$ cat config.mk
export PLATFORM = sky130hd
export DESIGN_NAME = seq_divider
export DESIGN_NICKNAME = d
export VERILOG_FILES = /design/src/rtl/seq_divider.sv
export SDC_FILE = /design/constraint.sdc
export NUM_CORES = 1
export LEC_CHECK = 0
export ABC_AREA = 0
export BUFFER_PORTS_ARGS = -buffer_cell sky130_fd_sc_hd__buf_2
export CORE_UTILIZATION = 49
export CTS_CLUSTER_SIZE = 28
export DETAILED_ROUTE_END_ITERATION = 10
export HOLD_SLACK_MARGIN = 0.12
export PLACE_DENSITY = 0.81
export SETUP_SLACK_MARGIN = 0.3
export SKIP_LAST_GASP = 1
export SLEW_MARGIN = 5
export SYNTH_ARGS = -nofsm -noshare
export SYNTH_HDL_FRONTEND = slang
export SYNTH_SLANG_ARGS = --single-unit
$ cat constraint.sdc
create_clock -name clk -period 1.5 [get_ports clk]
set_input_delay 0.075 -clock clk [delete_from_list [all_inputs] [get_ports clk]]
set_output_delay 0.075 -clock clk [all_outputs]
set_load 0.05 [all_outputs]
$ cat src/rtl/seq_divider.sv
// Multi-cycle restoring divider: one quotient bit per clock behind a start/busy/done handshake.
// Results are held in dedicated registers that only change on entry to DONE.
module seq_divider #(
    parameter int DIVIDEND_W = 8,
    parameter int DIVISOR_W  = 4
) (
    input  logic                  clk,
    input  logic                  reset_n,
    input  logic                  start,
    input  logic [DIVIDEND_W-1:0] dividend,
    input  logic [DIVISOR_W-1:0]  divisor,
    output logic                  busy,
    output logic                  done,
    output logic [DIVIDEND_W-1:0] quotient,
    output logic [DIVISOR_W-1:0]  remainder,
    output logic                  div_by_zero
);

    localparam int CNT_W = $clog2(DIVIDEND_W + 1);

    typedef enum logic [1:0] {
        S_IDLE = 2'd0,
        S_RUN  = 2'd1,
        S_DONE = 2'd2
    } state_t;

    state_t                  state_q, state_d;
    logic [DIVIDEND_W-1:0]   q_q, q_d;
    logic [DIVISOR_W-1:0]    d_q, d_d;
    logic [DIVISOR_W:0]      r_q, r_d;
    logic [CNT_W-1:0]        count_q, count_d;
    logic [DIVIDEND_W-1:0]   quot_q, quot_d;
    logic [DIVISOR_W-1:0]    rem_q, rem_d;
    logic                    dbz_q, dbz_d;

    logic [DIVISOR_W:0]      r_shift_s;
    logic [DIVISOR_W+1:0]    trial_s;
    logic [DIVISOR_W:0]      r_next_s;
    logic [DIVIDEND_W-1:0]   q_next_s;

    // One restoring step: the extra top bit of trial_s is the borrow, i.e. the sign of T.
    assign r_shift_s = {r_q[DIVISOR_W-1:0], q_q[DIVIDEND_W-1]};
    assign trial_s   = {1'b0, r_shift_s} - {2'b00, d_q};
    assign r_next_s  = trial_s[DIVISOR_W+1] ? r_shift_s : trial_s[DIVISOR_W:0];
    assign q_next_s  = {q_q[DIVIDEND_W-2:0], ~trial_s[DIVISOR_W+1]};

    // Next-state, datapath and result-register load logic.
    always_comb begin
        state_d = state_q;
        q_d     = q_q;
        d_d     = d_q;
        r_d     = r_q;
        count_d = count_q;
        quot_d  = quot_q;
        rem_d   = rem_q;
        dbz_d   = dbz_q;
        case (state_q)
            S_IDLE: begin
                if (start) begin
                    q_d     = dividend;
                    d_d     = divisor;
                    r_d     = '0;
                    count_d = CNT_W'(DIVIDEND_W);
                    if (divisor == '0) begin
                        state_d = S_DONE;
                        quot_d  = '1;
                        rem_d   = '0;
                        dbz_d   = 1'b1;
                    end else begin
                        state_d = S_RUN;
                    end
                end else begin
                    state_d = S_IDLE;
                end
            end
            S_RUN: begin
                q_d     = q_next_s;
                r_d     = r_next_s;
                count_d = count_q - CNT_W'(1);
                if (count_q == CNT_W'(1)) begin
                    state_d = S_DONE;
                    quot_d  = q_next_s;
                    rem_d   = r_next_s[DIVISOR_W-1:0];
                    dbz_d   = 1'b0;
                end else begin
                    state_d = S_RUN;
                end
            end
            S_DONE: begin
                state_d = S_IDLE;
            end
            default: begin
                state_d = S_IDLE;
            end
        endcase
    end

    // State, working and result registers; reset aborts any division in flight.
    always_ff @(posedge clk or negedge reset_n) begin
        if (!reset_n) begin
            state_q <= S_IDLE;
            q_q     <= '0;
            d_q     <= '0;
            r_q     <= '0;
            count_q <= '0;
            quot_q  <= '0;
            rem_q   <= '0;
            dbz_q   <= 1'b0;
        end else begin
            state_q <= state_d;
            q_q     <= q_d;
            d_q     <= d_d;
            r_q     <= r_d;
            count_q <= count_d;
            quot_q  <= quot_d;
            rem_q   <= rem_d;
            dbz_q   <= dbz_d;
        end
    end

    assign busy        = (state_q != S_IDLE);
    assign done        = (state_q == S_DONE);
    assign quotient    = quot_q;
    assign remainder   = rem_q;
    assign div_by_zero = dbz_q;

endmodule

==> flow_summary_export.csv, run 1 <==
group,metric,value,unit
run_status,outcome,"complete, but fails checks",
run_status,violations,"negative setup slack",
yosys,synth_area_leaders,"dfrtp_1 (51%), nand2_1 (7.0%), ha_1 (4.4%)",
finish,synthToLayoutAreaGrowth,77.4,%
detailed_routing,wl,6980,µm
sta,setup_slack,-0.287,ns
sta,hold_viol_final,0,
place,gp_congestion,0.845,
yosys,synth_area_per_cell,9.82,µm²
cts,cts-buffers-inserted,5,
finish,final_common_cell,"dfrtp_1",
global_route,grt_pass1_vias,1839,
power,p_leak,1.39,nW
cts,clockBufferDepth,2,
cts,cts-root-buf,"clkbuf_4",
detailed_routing,via_count,1906,
setup_path,required,1.76,ns
power,powerDensity,2610,nW/µm²
sta,rsz0062_at_grt,"yes",
place,hpwl,2810,µm
cts,htree_levels,2,
detailed_routing,drc_errors,0,
setup_path,critPathLaunchType,"flop",
power,finalPower,0.00791,W
cts,cts_tree,"yes",
die,die_area,3730,µm²
global_route,grt_pass1_wl,9050,µm
place,post-place-ws,-0.196,ns
die,placement_rows,21,
sta,whs,0.187,ns
die,initial_core_util,51.2,%
yosys,yosysTopAreaCell,"dfrtp_1",
global_route,antenna_found_initial,0,
die,core,3340,µm²
setup_path,worstPathArrival,2.05,ns
setup_path,crit_slowest_cell,"dfrtp_1",
sta,drv_slew,0,
finish,final_nets,282,
yosys,yosysWarnings,0,
place,placed_area,2170,µm²
sta,worstMarginPinSlew,0.570,ns
global_route,grt-ovfl-total,0,
detailed_routing,first_pass_iters,5,
die,fp.dieW,61.1,µm
worst_hold_path,hp-class,"in2reg",
sta,setup-tns-final,-2.90,ns
sta,fin_skew,0.00904,ns
sta,finalSetupViolCount,18,
yosys,netlist_instances,174,
setup_path,crit_fanout,3,
sta,layout_worst_path_cycle_share,119,%
sta,relSlewSlack,61.9,%
setup_path,cp-end-kind,"flop",
yosys,synth_cell_types,34,
detailed_routing,postRouteAntennaNets,0,
finish,n_fill_cell,130,
detailed_routing,drt_iter0_drc,160,
job,maxCapViolations,0,
detailed_routing,via_per_inst,6.21,
cts,clock-sinks,35,
detailed_routing,wl_per_cell,22.7,µm
die,die_y,61.1,µm
sta,fmax,559,MHz
cts,clkSlewWorstSetupHoldPaths,0.12,ns
global_route,groute.usage.overall,36.3,%
setup_path,crit_type,"reg2reg",
yosys,yosysSeqAreaShare,51.2,%
cts,clock_latency,0.37,ns
die,io_pins,30,
yosys,syn-cell-area,1710,µm²
finish,drive_above_1_share,61.3,%
yosys,netlist.area_leader.share,51.2,%
finish,postLayoutCellArea,3030,µm²
sta,period_minus_slack,1.79,ns
setup_path,crit_chain,"inv_2, ha_4, nor2b_4, o311ai_4, a21oi_2, o31ai_2",
place,portBuffers,29,
yosys,synth_nets,196,
finish,antenna_cells,0,
global_route,grt_max_degree,36,
setup_path,critPathMaxStageDelay,0.41,ns
power,irDropWorstVdd,0.00163,V
yosys,ys_ff_latch,35,
finish,mostFrequentLayoutCells,"dfrtp_1 (34), buf_2 (27), buf_4 (22), buf_6 (15), dlygate4sd3_1 (13)",
report_power, final:
group          leakage, nW  internal [W]  total, W  switching (W)
combinational        0.961       0.00240   0.00552        0.00311
clock               0.0347      0.000174  0.000534       0.000360
sequential           0.395       0.00139   0.00186       0.000463
total                 1.39       0.00397   0.00791        0.00394
what timing repair did:
action	4_1_cts	5_1_grt
endpoints found under the hold margin	47	0
buffers inserted	10	4
hold buffers	13	0
pin swaps	25	29
resized for setup	63	44
gates cloned	6	0
endpoints found under the setup margin	37	37
state kept, by name (all words and copies together) (netlist names):
register     cells
count_q          4
quotient         8
state_q          2
div_by_zero      1
q_q              8
remainder        4
r_q              4
d_q              4
Yosys cell counts, drive strengths merged:
| cell | instances |
|---|---|
| o31ai | 7 |
| inv | 14 |
| o311ai | 1 |
| o311a | 1 |
| dfrtp | 35 |
| fa | 1 |
| nor3b | 2 |
| nor4b | 1 |
| o41ai | 1 |
| a21boi | 2 |
| and2b | 1 |
| nor4 | 2 |
| buf | 6 |
| a21oi | 7 |
| nand2b | 1 |
| ha | 6 |
| a31oi | 8 |
| o22ai | 1 |
| a22oi | 1 |
| nor2b | 2 |
| o22a | 2 |
| o32a | 1 |
| xnor2 | 1 |
| clkbuf | 2 |
| nor3 | 10 |
| nand2 | 32 |
| o21ai | 8 |
| nand3 | 7 |
| nor2 | 9 |
| or2 | 2 |
worst paths after layout:
check	start	end	slack, ns	cells past startpoint
worst max-delay path	d_q[1]$_DFFE_PN0P_	r_q[2]$_DFFE_PN0P_	-0.29	6
min in group asynchronous	reset_n	remainder[0]$_DFFE_PN0P_	0.27	3
max in group asynchronous	reset_n	state_q[0]$_DFF_PN0_	0.88	3
worst max register to register	d_q[1]$_DFFE_PN0P_	r_q[2]$_DFFE_PN0P_	-0.29	6
worst min-delay path	divisor[2]	state_q[0]$_DFF_PN0_	0.19	4
worst min register to register	remainder[1]$_DFFE_PN0P_	remainder[1]$_DFFE_PN0P_	0.49	2
cell type report:
class	instances	area (µm²)	area share (%)
clock buffers	5	37.5	1.24
clock inverters	3	15.0	0.495
inverters	14	52.6	1.73
multi-input cells	118	1190	39.2
flip-flops and latches	35	877	28.9
well taps	46	57.6	1.90
repair buffers	86	805	26.5
worst max-delay path, delay by kind of cell (launching register included):
kind	cells	cell delay, ns
AO/OA/AOI/OAI	3	0.86
buffers and inverters	1	0.08
adder cells (fa/ha/maj)	1	0.19
flip-flops	1	0.41
AND/OR/NAND/NOR	1	0.13
metal layers:
layer | GRT usage [%] | routed length (µm) | vias up
met4 | 21.8 | 385 | 0
li1 | - | - | 788
met2 | 62.7 | 3680 | 135
met1 | 38.6 | 2360 | 942
met3 | 12.0 | 544 | 41
met5 | 0 | 0 | -
through the flow:
step	instances	util, %
6_report	307	90.9
5_1_grt	307	90.9
4_1_cts	303	83.7
3_5_place_dp	266	65.2
3_3_place_gp	266	65.2
2_1_floorplan	174	-
cell families (layout without fill, tap and decap cells):
logic type / Yosys count / in the layout / synth area share (%)
xor+xnor: 1 / 1 / 0.513
flops: 35 / 35 / 51.2
buf+inv: 22 / 108 / 5.78
fa+ha+maj: 7 / 7 / 5.56
simple gates: 69 / 69 / 20.4
compound gates: 40 / 41 / 16.5
Power figures use the tool's default switching activity.
==> inputs of run 2 (changes only) <==
- CORE_UTILIZATION: 49 -> 40
- PLACE_DENSITY: 0.81 -> 0.7
==> flow_summary_export.csv, run 2 (same netlist as run 1, synthesis figures left out) <==
group,metric,value,unit
die,core,4060,µm²
setup_path,worstPathArrival,1.81,ns
sta,hold_viol_final,0,
detailed_routing,drt_iter0_drc,55,
setup_path,critPathMaxStageDelay,0.41,ns
cts,htree_levels,2,
place,hpwl,2890,µm
cts,cts_tree,"yes",
detailed_routing,postRouteAntennaNets,0,
detailed_routing,met2_length,3090,µm
setup_path,crit_fanout,5,
die,die_y,67.4,µm
power,irDropWorstVdd,0.00157,V
die,placement_rows,23,
sta,layout_worst_path_cycle_share,109,%
run_status,violations,"negative setup slack",
setup_path,critPathLaunchType,"flop",
finish,antenna_cells,0,
power,powerDensity,2450,nW/µm²
finish,drive_above_1_share,57.6,%
finish,synthToLayoutAreaGrowth,80.1,%
finish,final_nets,285,
sta,setup-tns-final,-1.49,ns
cts,cts-buffers-inserted,5,
global_route,antenna_found_initial,0,
detailed_routing,wl_per_cell,18.6,µm
cts,clock_latency,0.29,ns
die,io_pins,30,
setup_path,endpoint,"quotient[2]$_DFFE_PN0P_",
setup_path,r2r_setup_slack,-0.14,ns
cts,clock-sinks,35,
setup_path,cp-startpoint,"count_q[0]$_DFFE_PN0P_",
sta,relSlewSlack,61.1,%
setup_path,cp-end-kind,"flop",
sta,period_minus_slack,1.64,ns
cts,clockBufferDepth,2,
sta,fmax,610,MHz
setup_path,crit_chain,"ha_4, nor3b_4, a22oi_4, buf_12, buf_16, inv_8, o22a_1",
setup_path,rr_worst_depth,7,
place,gp_congestion,0.824,
detailed_routing,via_count,1713,
global_route,grt_pass1_vias,1613,
detailed_routing,via_per_inst,5.49,
setup_path,rr_startpoint,"count_q[0]$_DFFE_PN0P_",
setup_path,cp_num_cells,7,
die,fp.dieW,67.4,µm
global_route,grt-ovfl-total,0,
detailed_routing,wl,5810,µm
sta,finalSetupViolCount,17,
place,portBuffers,29,
sta,worstMarginPinSlew,0.581,ns
detailed_routing,wl_met3,220,µm
setup_path,crit_type,"reg2reg",
cts,cts-root-buf,"clkbuf_8",
run_status,outcome,"complete, but fails checks",
detailed_routing,wl_met1,2370,µm
setup_path,crit_family,"compound AO/OA/AOI/OAI gates",
global_route,grt_pass1_wl,7800,µm
finish,layout.cells.non_filler,312,
detailed_routing,highest_layer,"met4",
cts,clkSlewWorstSetupHoldPaths,0.07,ns
setup_path,crit_slowest_cell,"dfrtp_1",
finish,final_common_cell,"dfrtp_1",
setup_path,worstPathBufferInverterCount,3,
place,dpl.cell_count,268,
worst_hold_path,hp-class,"in2reg",
setup_path,required,1.67,ns
power,p_leak,1.44,nW
die,die_area,4540,µm²
job,maxCapViolations,0,
detailed_routing,drc_errors,0,
sta,rsz0062_at_grt,"yes",
sta,fin_skew,0.00329,ns
finish,mostFrequentLayoutCells,"dfrtp_1 (34), buf_2 (27), buf_4 (26), nand2_1 (19), dlygate4sd3_1 (13)",
die,initial_core_util,42.1,%
place,post-place-ws,-0.136,ns
setup_path,r2r-end,"quotient[2]$_DFFE_PN0P_",
global_route,groute.usage.overall,24.4,%
sta,setup_slack,-0.140,ns
finish,final_core_util,75.9,%
sta,drv_slew,0,
global_route,grt_max_degree,36,
detailed_routing,first_pass_iters,4,
[run 2: worst min path at each step]
stage,from,cells after the start,slack [ns],end
3_3_place_gp,reset_n,2,0.14,remainder[1]$_DFFE_PN0P_
2_1_floorplan,reset_n,0,-0.22,count_q[0]$_DFFE_PN0P_
4_1_cts,divisor[2],5,0.21,div_by_zero$_DFFE_PN0P_
6_report,divisor[2],5,0.22,div_by_zero$_DFFE_PN0P_
3_5_place_dp,reset_n,2,0.14,remainder[1]$_DFFE_PN0P_
5_1_grt,divisor[2],5,0.23,div_by_zero$_DFFE_PN0P_
[run 2: layout make-up]
type / count / area, µm²
multi-input combinational: 117 / 1150
fill: 250 / 980
clock buffer: 6 / 72.6
timing repair buffer: 90 / 851
sequential: 35 / 877
tap: 50 / 62.6
inverter: 14 / 60.1
[run 2: timing repair]
item	in CTS	in global routing
endpoints found under the setup margin	34	37
pin swaps	12	32
cloned	2	2
hold buffers	13	0
gates resized for setup	51	54
setup buffers	13	8
endpoints found under the hold margin	47	0
[run 2: metrics by stage]
stage	cell area [µm²]	total power, W	hold WS, ns
3_3_place_gp	2150	0.00503	0.140
4_1_cts	2720	0.00655	0.205
6_report	3080	0.00755	0.221
2_1_floorplan	1810	0.00413	-0.221
3_5_place_dp	2150	0.00514	0.138
5_1_grt	3080	0.00794	0.234
[run 2: power breakdown]
part / switching [W] / leakage [nW] / total, W / internal (W)
clock: 0.000330 / 0.0371 / 0.000639 / 0.000309
combinational: 0.00285 / 1.00 / 0.00512 / 0.00226
sequential: 0.000395 / 0.395 / 0.00179 / 0.00140
total: 0.00358 / 1.44 / 0.00755 / 0.00397
[run 2: worst min-delay path: stages]
cell and delay (ns):
buf_2 0.11, nor4_4 0.05, buf_4 0.14, nand2_1 0.05
nand2_1 0.05
[run 2: metal layers]
| metal | GRT usage [%] | up-vias |
|---|---|---|
| met4 | 7.18 | 0 |
| li1 | - | 789 |
| met2 | 41.8 | 44 |
| met1 | 29.7 | 868 |
| met5 | 0 | - |
| met3 | 6.76 | 12 |
==> inputs of run 3 (changes only) <==
- REMOVE_ABC_BUFFERS: unset -> 1
==> flow_summary_export.csv, run 3 (same netlist as run 1, synthesis figures left out) <==
group,metric,value,unit
run_status,outcome,"complete, but fails checks",
run_status,violations,"negative setup slack",
sta,relSlewSlack,69.8,%
place,portBuffers,29,
detailed_routing,drt_iter0_drc,107,
global_route,grt-ovfl-total,0,
sta,worstMarginPinSlew,0.453,ns
global_route,grt_pass1_wl,7010,µm
finish,final_nets,281,
finish,antenna_cells,0,
sta,layout_worst_path_cycle_share,116,%
setup_path,critPathLaunchType,"flop",
power,powerDensity,2570,nW/µm²
power,irDropWorstVdd,0.00126,V
setup_path,worstPathArrival,1.92,ns
sta,setup_slack,-0.239,ns
sta,whs,0.113,ns
sta,hold_viol_final,0,
die,fp.dieW,67.4,µm
finish,drive_above_1_share,56.0,%
setup_path,cp-end-kind,"flop",
sta,drv_slew,0,
finish,regArea,878,µm²
die,die_y,67.4,µm
setup_path,r2r_setup_slack,-0.24,ns
die,die_area,4540,µm²
cts,cts_tree,"yes",
detailed_routing,via_count,1723,
finish,multiInputGateArea,1090,µm²
die,io_pins,30,
detailed_routing,via_per_inst,5.58,
place,placed_area,2060,µm²
detailed_routing,first_pass_iters,4,
setup_path,worstPathBufferInverterCount,1,
setup_path,crit_fanout,7,
job,maxCapViolations,0,
die,placement_rows,23,
place,hpwl,2630,µm
global_route,antenna_found_initial,0,
worst_hold_path,hp-class,"in2reg",
finish,mostFrequentLayoutCells,"dfrtp_1 (33), buf_2 (27), buf_4 (25), nand2_1 (18), buf_6 (15)",
die,initial_core_util,42.1,%
setup_path,crit_type,"reg2reg",
die,core,4060,µm²
sta,period_minus_slack,1.74,ns
finish,final_core_util,71.8,%
setup_path,required,1.68,ns
detailed_routing,wl,5550,µm
setup_path,crit_slowest_cell,"dfrtp_1",
setup_path,crit_family,"compound AO/OA/AOI/OAI gates",
detailed_routing,postRouteAntennaNets,0,
place,gp_congestion,0.769,
finish,final_common_cell,"dfrtp_1",
cts,cts-root-buf,"clkbuf_8",
sta,fmax,575,MHz
global_route,grt_max_degree,36,
cts,htree_levels,2,
finish,postLayoutCellArea,2910,µm²
cts,clkSlewWorstSetupHoldPaths,0.07,ns
power,p_leak,1.35,nW
global_route,groute.usage.overall,21.3,%
cts,clockBufferDepth,2,
finish,n_fill_cell,244,
detailed_routing,drc_errors,0,
finish,layout.cells.non_filler,309,
finish,synthToLayoutAreaGrowth,70.5,%
global_route,grt_pass1_vias,1490,
sta,finalSetupViolCount,18,
setup_path,crit_chain,"inv_2, ha_4, nor2b_4, o311a_4, o41ai_4",
cts,clock_latency,0.29,ns
sta,fin_skew,0.00270,ns
cts,cts-buffers-inserted,5,
detailed_routing,wl_per_cell,18.0,µm
place,dpl.cell_count,270,
cts,clock-sinks,35,
sta,rsz0062_at_grt,"yes",
setup_path,critPathMaxStageDelay,0.41,ns
power,finalPower,0.00749,W
## run 3: repair_timing
item                                    4_1_cts  5_1_grt
hold buffers                                 13        1
endpoints found under the setup margin       33       37
cloned                                        1        2
buffers inserted                             10        6
hold endpoints to repair                     48        1
pin swaps                                    15       34
resized for setup                            48       69
## run 3: routing by layer
metal / vias up / part of all wire, % / global-route usage, %
li1: 773 / - / -
met1: 849 / 41 / 28.2
met2: 77 / 49 / 33.3
met3: 24 / 5.9 / 5.91
met4: 0 / 4.3 / 7.18
met5: - / 0 / 0
## run 3: path summary, 6_finish.rpt
path | startpoint | to | cells after the start
max | d_q[1]$_DFFE_PN0P_ | remainder[3]$_DFFE_PN0P_ | 5
min | divisor[1] | state_q[0]$_DFF_PN0_ | 3
max reg2reg | d_q[1]$_DFFE_PN0P_ | remainder[3]$_DFFE_PN0P_ | 5
min reg2reg | div_by_zero$_DFFE_PN0P_ | div_by_zero$_DFFE_PN0P_ | 2
max in group asynchronous | reset_n | state_q[0]$_DFF_PN0_ | 3
min in group asynchronous | reset_n | count_q[0]$_DFFE_PN0P_ | 3
## run 3: stage by stage
stage,worst slack [ns],TNS [ns]
after floorplan,-0.125,-1.02
after global placement,-0.140,-1.44
after detailed placement,-0.211,-2.04
after CTS,-0.104,-1.10
after global routing,-0.282,-3.74
final,-0.239,-2.62
## run 3: cell type report
class                   count  share of cell area [%]
clock buffers               6                    2.83
repair buffers             86                    25.5
multi-input cells         117                    37.4
well taps                  50                    2.15
clock inverters             1                   0.172
inverters                  14                    1.89
flip-flops and latches     35                    30.1
## run 3: worst reg2reg max path, delay by kind of cell (launching register included)
| family | cells | cell delay, ns |
|---|---|---|
| compound gates | 2 | 0.77 |
| fa+ha+maj | 1 | 0.21 |
| buf+inv | 1 | 0.10 |
| flops | 1 | 0.41 |
| simple gates | 1 | 0.14 |
## run 3: where the power goes
group | internal (W) | switching, W | total (W)
sequential | 0.00140 | 0.000369 | 0.00177
clock | 0.000360 | 0.000336 | 0.000696
combinational | 0.00217 | 0.00286 | 0.00503
total | 0.00393 | 0.00356 | 0.00749
